## config.mk

```make
export PLATFORM = sky130hd
export DESIGN_NAME = pe_seq
export DESIGN_NICKNAME = d
export VERILOG_FILES = /design/src/rtl/pe_seq.sv
export SDC_FILE = /design/constraint.sdc
export NUM_CORES = 1
export LEC_CHECK = 0
export CORE_ASPECT_RATIO = 1.1
export CORE_MARGIN = 2
export CORE_UTILIZATION = 42
export CTS_BUF_LIST = sky130_fd_sc_hd__clkbuf_4
export DETAILED_ROUTE_END_ITERATION = 16
export PLACE_DENSITY = 0.8
export SLEW_MARGIN = 0
export SYNTH_ARGS = -nofsm -noshare
export SYNTH_HDL_FRONTEND = slang
export SYNTH_SLANG_ARGS = --single-unit
export TNS_END_PERCENT = 30
```

## constraint.sdc

```tcl
create_clock -name clk -period 2.2 [get_ports clk]
set_input_delay 0.22 -clock clk [delete_from_list [all_inputs] [get_ports clk]]
set_output_delay 0.22 -clock clk [all_outputs]
set_load 0.02 [all_outputs]
```

## src/rtl/pe_seq.sv

```systemverilog
// rtl/pe_seq.sv - job sequencer for a MAC PE: clear, slot-interleaved feed, drain, round
// Optional feature: define PE_SEQ_PERF_EN to add the perf_stall_cnt output.
module pe_seq #(
  parameter int DATA_W  = 16,
  parameter int NUM_ACC = 8
) (
  input  logic              clk,
  input  logic              rst,
  input  logic              cfg_start,
  input  logic [7:0]        cfg_acc_len,
  input  logic [3:0]        cfg_slots,
  input  logic [2:0]        cfg_conn,
  input  logic              op_valid,
  output logic              op_ready,
  input  logic [DATA_W-1:0] op_a,
  input  logic [DATA_W-1:0] op_b,
  output logic [DATA_W-1:0] pe_data_in_1,
  output logic [DATA_W-1:0] pe_data_in_2,
  output logic [3:0]        pe_add_number,
  output logic [3:0]        pe_round_number,
  output logic              pe_rounder_en,
  output logic [2:0]        pe_connection_state,
  output logic              pe_acc_clr,
  output logic              res_valid,
  output logic [3:0]        res_slot,
  output logic              busy,
  output logic              done
`ifdef PE_SEQ_PERF_EN
  ,
  output logic [15:0]       perf_stall_cnt
`endif
);

  typedef enum logic [2:0] {IDLE, CLR, FEED, DRAIN, ROUND, DONE} state_t;

  // Slot count is kept one bit wider than the 4-bit selects so NUM_ACC=16 still fits.
  localparam logic [4:0] SLOTS_MAX = 5'(NUM_ACC);

  state_t      r_state;
  logic [7:0]  r_len;
  logic [4:0]  r_slots;
  logic [2:0]  r_conn;
  logic [4:0]  r_s;
  logic [7:0]  r_k;
  logic [4:0]  r_r;
  logic        r_drain;
  logic        r_res_valid;
  logic [3:0]  r_res_slot;

  logic [4:0]  w_slots;
  logic        w_fire;
  logic        w_s_last;
  logic        w_k_last;
  logic        w_r_last;

  assign w_slots  = (cfg_slots == 4'd0 || {1'b0, cfg_slots} > SLOTS_MAX) ? SLOTS_MAX
                                                                        : {1'b0, cfg_slots};
  assign w_fire   = (r_state == FEED) && op_valid;
  assign w_s_last = (r_s == r_slots - 5'd1);
  assign w_k_last = (r_k == r_len - 8'd1);
  assign w_r_last = (r_r == r_slots - 5'd1);

  // Job sequencing: latch config, walk operands slot-major per pass, wait out the PE pipe, round.
  always_ff @(posedge clk or posedge rst) begin
    if (rst) begin
      r_state <= IDLE;
      r_len   <= 8'd0;
      r_slots <= 5'd0;
      r_conn  <= 3'd0;
      r_s     <= 5'd0;
      r_k     <= 8'd0;
      r_r     <= 5'd0;
      r_drain <= 1'b0;
    end else begin
      case (r_state)
        IDLE: begin
          if (cfg_start) begin
            r_len   <= cfg_acc_len;
            r_slots <= w_slots;
            r_conn  <= cfg_conn;
            r_s     <= 5'd0;
            r_k     <= 8'd0;
            r_r     <= 5'd0;
            r_drain <= 1'b0;
            r_state <= (cfg_acc_len == 8'd0) ? DONE : CLR;
          end
        end
        CLR: r_state <= FEED;
        FEED: begin
          if (w_fire) begin
            if (w_s_last) begin
              r_s <= 5'd0;
              if (w_k_last) r_state <= DRAIN;
              else          r_k     <= r_k + 8'd1;
            end else begin
              r_s <= r_s + 5'd1;
            end
          end
        end
        DRAIN: begin
          if (r_drain) begin
            r_drain <= 1'b0;
            r_state <= ROUND;
          end else begin
            r_drain <= 1'b1;
          end
        end
        ROUND: begin
          if (w_r_last) r_state <= DONE;
          else          r_r     <= r_r + 5'd1;
        end
        DONE:    r_state <= IDLE;
        default: r_state <= IDLE;
      endcase
    end
  end

  // The PE presents a rounded slot on data_out one cycle after its round strobe.
  always_ff @(posedge clk or posedge rst) begin
    if (rst) begin
      r_res_valid <= 1'b0;
      r_res_slot  <= 4'd0;
    end else begin
      r_res_valid <= (r_state == ROUND);
      r_res_slot  <= (r_state == ROUND) ? r_r[3:0] : 4'd0;
    end
  end

  assign op_ready            = (r_state == FEED);
  assign pe_data_in_1        = w_fire ? op_a : '0;
  assign pe_data_in_2        = w_fire ? op_b : '0;
  assign pe_add_number       = w_fire ? r_s[3:0] : 4'd0;
  assign pe_acc_clr          = (r_state == CLR);
  assign pe_rounder_en       = (r_state == ROUND);
  assign pe_round_number     = pe_rounder_en ? r_r[3:0] : 4'd0;
  assign busy                = (r_state != IDLE);
  assign pe_connection_state = busy ? r_conn : 3'd0;
  assign done                = (r_state == DONE);
  assign res_valid           = r_res_valid;
  assign res_slot            = r_res_slot;

`ifdef PE_SEQ_PERF_EN
  logic [15:0] r_stall_cnt;

  // Count FEED cycles starved of operands; saturates, and survives until the next job's clear.
  always_ff @(posedge clk or posedge rst) begin
    if (rst) begin
      r_stall_cnt <= 16'd0;
    end else if (r_state == CLR) begin
      r_stall_cnt <= 16'd0;
    end else if (r_state == FEED && !op_valid && r_stall_cnt != 16'hFFFF) begin
      r_stall_cnt <= r_stall_cnt + 16'd1;
    end
  end

  assign perf_stall_cnt = r_stall_cnt;
`endif

endmodule

```

## Word-level counts from Yosys, hierarchy flattened

Index checks and enable logic that the tools add are counted.

| storage, ports and cells | value |
|---|---|
| register bits after elaboration | 43 |
| bits of input ports | 51 |
| output and inout port bits | 53 |
| logic and storage cells | 75 |

| operators by class | value |
|---|---|
| add/sub/neg operators | 5 |
| order comparisons | 1 |
| eq/ne operators | 16 |
| multiplexer cells | 28 |
| reduce and logical (&&, ||, !) cells | 15 |

Operators with widths:

| operator | count |
|---|---|
| two-way mux 16 bit | 2 |
| two-way mux 8 bit | 4 |
| two-way mux 3 bit | 8 |
| two-way mux 5 bit | 4 |
| one-hot mux 5 bit (2 select lines) | 2 |
| one-hot mux 8 bit (2 select lines) | 1 |
| one-hot mux 3 bit (5 select lines) | 1 |
| two-way mux 4 bit | 3 |
| adder 5 x 1 -> 5 bit (second input constant) | 2 |
| == test 5 bit | 2 |
| adder 8 x 1 -> 8 bit (second input constant) | 1 |
| == test 8 bit | 1 |
| logical NOT 8 bit | 1 |
| != test 2 x 1 -> 1 bit (second input constant) | 4 |
| != test 2 bit (second input constant) | 4 |
| subtractor 8 x 1 -> 8 bit (second input constant) | 1 |
| == test 3 x 2 -> 1 bit (second input constant) | 2 |
| == test 3 bit (second input constant) | 2 |
| AND reduction 3 bit | 2 |
| AND reduction 6 bit | 1 |
| nonzero test 2 bit | 3 |
| AND reduction 5 bit | 1 |
| subtractor 5 x 1 -> 5 bit (second input constant) | 1 |
| greater-than comparator 4 bit (second input constant) | 1 |
| other kinds (9) | 11 |

## Longest topological paths before layout

| depth | value |
|---|---|
| depth in word-level cells | 6 |
| gate-level depth with buffers | 10 |
| gate-level depth less buffers | 9 |

## Least setup slack after synthesis

Ideal clock, no wire load.

| path | value |
|---|---|
| path kind | register to register |
| start point | register r_slots[0] |
| end point | register r_k[7] |
| setup time | 0.123 ns |
| data arrival time | 2.051 ns |
| required time | 2.077 ns |
| setup slack | 0.026 ns |
| stages on the path, launching flop included | 10 |
| path buffers | 0 |
| clock period less this slack | 2.174 ns |
| cell sequence | dfrtp_1 inv_1 ha_1 and2_1 o21a_1 o31ai_2 a31oi_4 a21oi_2 nand4_2 mux2i_1 |

| on the way | value |
|---|---|
| word-level cells in the longest chain between the ends | 4 |

Ends and longest elaborated chain:

| element | RTL line | text |
|---|---|---|
| start, declared | 41 | `logic [4:0] r_slots;` |
| start signal, assigned | 79 | `r_slots <= w_slots;` |
| subtractor 5 x 1 -> 5 bit | 59 | `assign w_s_last = (r_s == r_slots - 5'd1);` |
| == test 5 bit | 59 |  |
| != test 2 x 1 -> 1 bit (no line) | - |  |
| AND reduction 5 bit (no line) | - |  |
| end signal, assigned | 94 | `else r_k <= r_k + 8'd1;` |
| end, declared | 44 | `logic [7:0] r_k;` |

No other way between the ends.
A chain may end at the register's enable or synchronous reset.

## Final worst setup path

| path | value |
|---|---|
| start point | register r_len[2] |
| end point | register r_k[0] |

| on the way | value |
|---|---|
| word-level cells in the longest chain between the ends | 4 |

Ends and longest elaborated chain:

| element | RTL line | text |
|---|---|---|
| start, declared | 40 | `logic [7:0] r_len;` |
| start signal, assigned | 78 | `r_len <= cfg_acc_len;` |
| subtractor 8 x 1 -> 8 bit | 60 | `assign w_k_last = (r_k == r_len - 8'd1);` |
| == test 8 bit | 60 |  |
| != test 2 bit (no line) | - |  |
| AND reduction 5 bit (no line) | - |  |

No other way between the ends.

==> impl_metrics.tcl <==
set metrics [dict create \
    area_delta_synth_final_pct 49.2 \
    p_clk_frac 0.084 \
    synth.area.top_cells "dfrtp_1 (38%), and2_1 (8.3%), nand2_1 (7.0%)" \
    grt_pass1_vias 2766 \
    critPathKind "register to register" \
    power.density_mw_per_mm2 1110 \
    cts.sinks 42 \
    ys.flop_type "dfrtp_1" \
    finalSetupTns_ps 0 \
    pwr-share-comb 0.623 \
    die_h_um 89.3 \
    p_switching_mw 2.06 \
    syn-cell-area_sq_mm 0.00278 \
    async_reset_ff_frac 1.00 \
    start_util 0.428 \
    finalSetupViolations 0 \
    die_w_um 81.5 \
    port_buffers 103 \
    min_period_ps 2150 \
    crit_path_end_kind "register" \
    syn_nets 386 \
    drc 0 \
    skew_ps 17.1 \
    yosysTopAreaCell "dfrtp_1" \
    outcome "complete, no violations" \
    cp.arrival_ps 2400 \
    rows 31 \
    synthCells 330 \
    synth.distinct_cells 55 \
    fmax_mhz 465 \
    wl_um 7580 \
    gp_congestion 0.812 \
    yosysWarnings 0 \
    htreeDepth 2 \
    swShare 0.450 \
    postPlaceCellArea_sq_mm 0.00401 \
    track_usage 0.215 \
    crit_fanout 4 \
    cts_root_buf "clkbuf_4" \
    ir_drop_uv 528 \
    post_synth_most_frequent_cells "nand2_1 (52), dfrtp_1 (42), and2_1 (37)" \
    report.final.hold_viol_count 0 \
    internal-power_mw 2.52 \
    fin_nets 506 \
    cts_buffers 5 \
    p_total_mw 4.59 \
    synth_top_area_frac 0.379 \
    ys_ff_latch 42 \
    core_sq_mm 0.00648 \
    antenna_left 0 \
    final_area_sq_mm 0.00414 \
    yosysSeqAreaShare 0.379 \
    routedWlPerCell_um 14.2 \
    period_share 0.978 \
    antenna_found_initial 0 \
    max_cap_viol_count 0 \
    min_path_type "input port to async pin" \
    first_iter_violations 176 \
    synth_edf_count 0 \
    viasPerCell 5.21 \
    die_area_sq_mm 0.00727 \
    clk-insertion-delay-late_ps 360 \
    max_slew_margin 0.642 \
    final_layout_size_suffix_gt1_frac 0.142 \
    p_leak_nw 2.08 \
    synth_area_per_cell_sq_um 8.41 \
    start_kind "register" \
    grt_max_degree 43 \
    clock_path_buffers 2 \
    postCtsHoldBufs 0 \
    drv_slew 0 \
    vias 2772 \
    max_slew.worst_pin.slew_ps 532 \
    diodes 0 \
    hpwlAfterDp_um 5940 \
    crit_required_ps 2450 \
    yosysMostFrequentCell "nand2_1" \
    cts.clk_slew.worst_paths_ps 130 \
    grt_first_pass_wirelength_um 12100 \
    drt_first_pass_iters 4 \
    grt-ovfl-total 0 \
    p_seq_frac 0.292 \
    cts_tree "done" \
    num_io_pins 104 \
]
layout make-up:
type / instances / area, sq um
multi-input combinational: 257 / 1670
timing repair buffer: 130 / 1210
inverter: 14 / 52.6
clock buffer: 7 / 52.6
tap: 82 / 103
sequential: 42 / 1050
fill: 559 / 2340
per-stage QoR:
step / cells / hold WS, ps / util / setup slack [ps]
5_1_grt: 532 / 357 / 0.639 / -10.5
6_report: 532 / 290 / 0.639 / 47.4
2_1_floorplan: 330 / 325 / - / 26.1
4_1_cts: 530 / 315 / 0.625 / 26.7
3_3_place_gp: 519 / 455 / 0.619 / 34.3
3_5_place_dp: 519 / 465 / 0.619 / -82.8
layout by cell type, fill, tap and decap left out, types with 7 or more instances in the layout:
cell              n
clkbuf_4          7
nor3_1            9
nand3_1          13
buf_4            26
o21ai_0          12
dfrtp_1          41
nor2_1           14
clkdlybuf4s50_1  57
o21ai_1           8
inv_1            13
and3_1            9
dlygate4sd2_1    41
nand2_1          51
and2_1           36
a21oi_1           8
xnor2_1          12
nor2b_1           8
final timing paths:
| path | from | endpoint | depth (start not counted) | slack, ps |
|---|---|---|---|---|
| max in group asynchronous | rst | r_len[0] | 3 | 1530 |
| max reg2reg | r_len[2] | r_k[0] | 8 | 50 |
| max | r_len[2] | r_k[0] | 8 | 50 |
| min | rst | r_conn[0] | 3 | 290 |
| min reg2reg | r_conn[1] | r_conn[1] | 2 | 480 |
| min in group clk | cfg_conn[0] | r_conn[0] | 3 | 390 |
flip-flops by register name (all words and copies together), names as in the netlist:
| signal | cells |
|---|---|
| r_k | 8 |
| r_len | 8 |
| r_r | 5 |
| r_s | 5 |
| r_slots | 4 |
| res_slot | 4 |
| r_conn | 3 |
| r_state | 3 |
| r_drain | 1 |
| res_valid | 1 |
layer usage:
metal,part of all wire,track usage,vias up
li1,-,-,1359
met1,0.37,0.233,1301
met2,0.54,0.411,101
met3,0.070,0.0535,11
met4,0.013,0.0616,0
met5,0,0,-
what timing repair did:
| action | 4_1_cts | 5_1_grt |
|---|---|---|
| pin swaps | 0 | 8 |
| endpoints found under the hold margin | 0 | 0 |
| gates resized for setup | 44 | 20 |
| setup buffers | 4 | 2 |
| setup endpoints to repair | 50 | 19 |
| gates cloned | 0 | 0 |
power groups by stage:
stage / Sequential [mW] / Combinational (mW) / Clock (mW)
6_report: 1.34 / 2.86 / 0.387
5_1_grt: 1.38 / 3.15 / 0.427
4_1_cts: 1.33 / 2.71 / 0.392
3_5_place_dp: 1.35 / 2.75 / 0
3_3_place_gp: 1.33 / 2.67 / 0
2_1_floorplan: 1.24 / 1.82 / 0
cell families (layout without fill, tap and decap cells):
kind of cell,count (synthesis),count (layout),synth area share
and+or+nand+nor,176,176,0.341
xor gates and xnor gates,19,19,0.0649
AOI/OAI and AO/OA,54,54,0.136
adders and majority gates,5,5,0.0225
muxes,3,3,0.0113
DFF,42,42,0.379
buffers and inverters,31,151,0.0455
worst max-delay path, cell delays in order, from the launching register on:
cell     delay (ps)
dfrtp_1         430
or3_4           400
or3_1           390
a22oi_2         160
and4_4          290
a21oi_2          90
buf_4           150
nand3_1          70
o21ai_1          70
(Power assumes the default switching activity.)
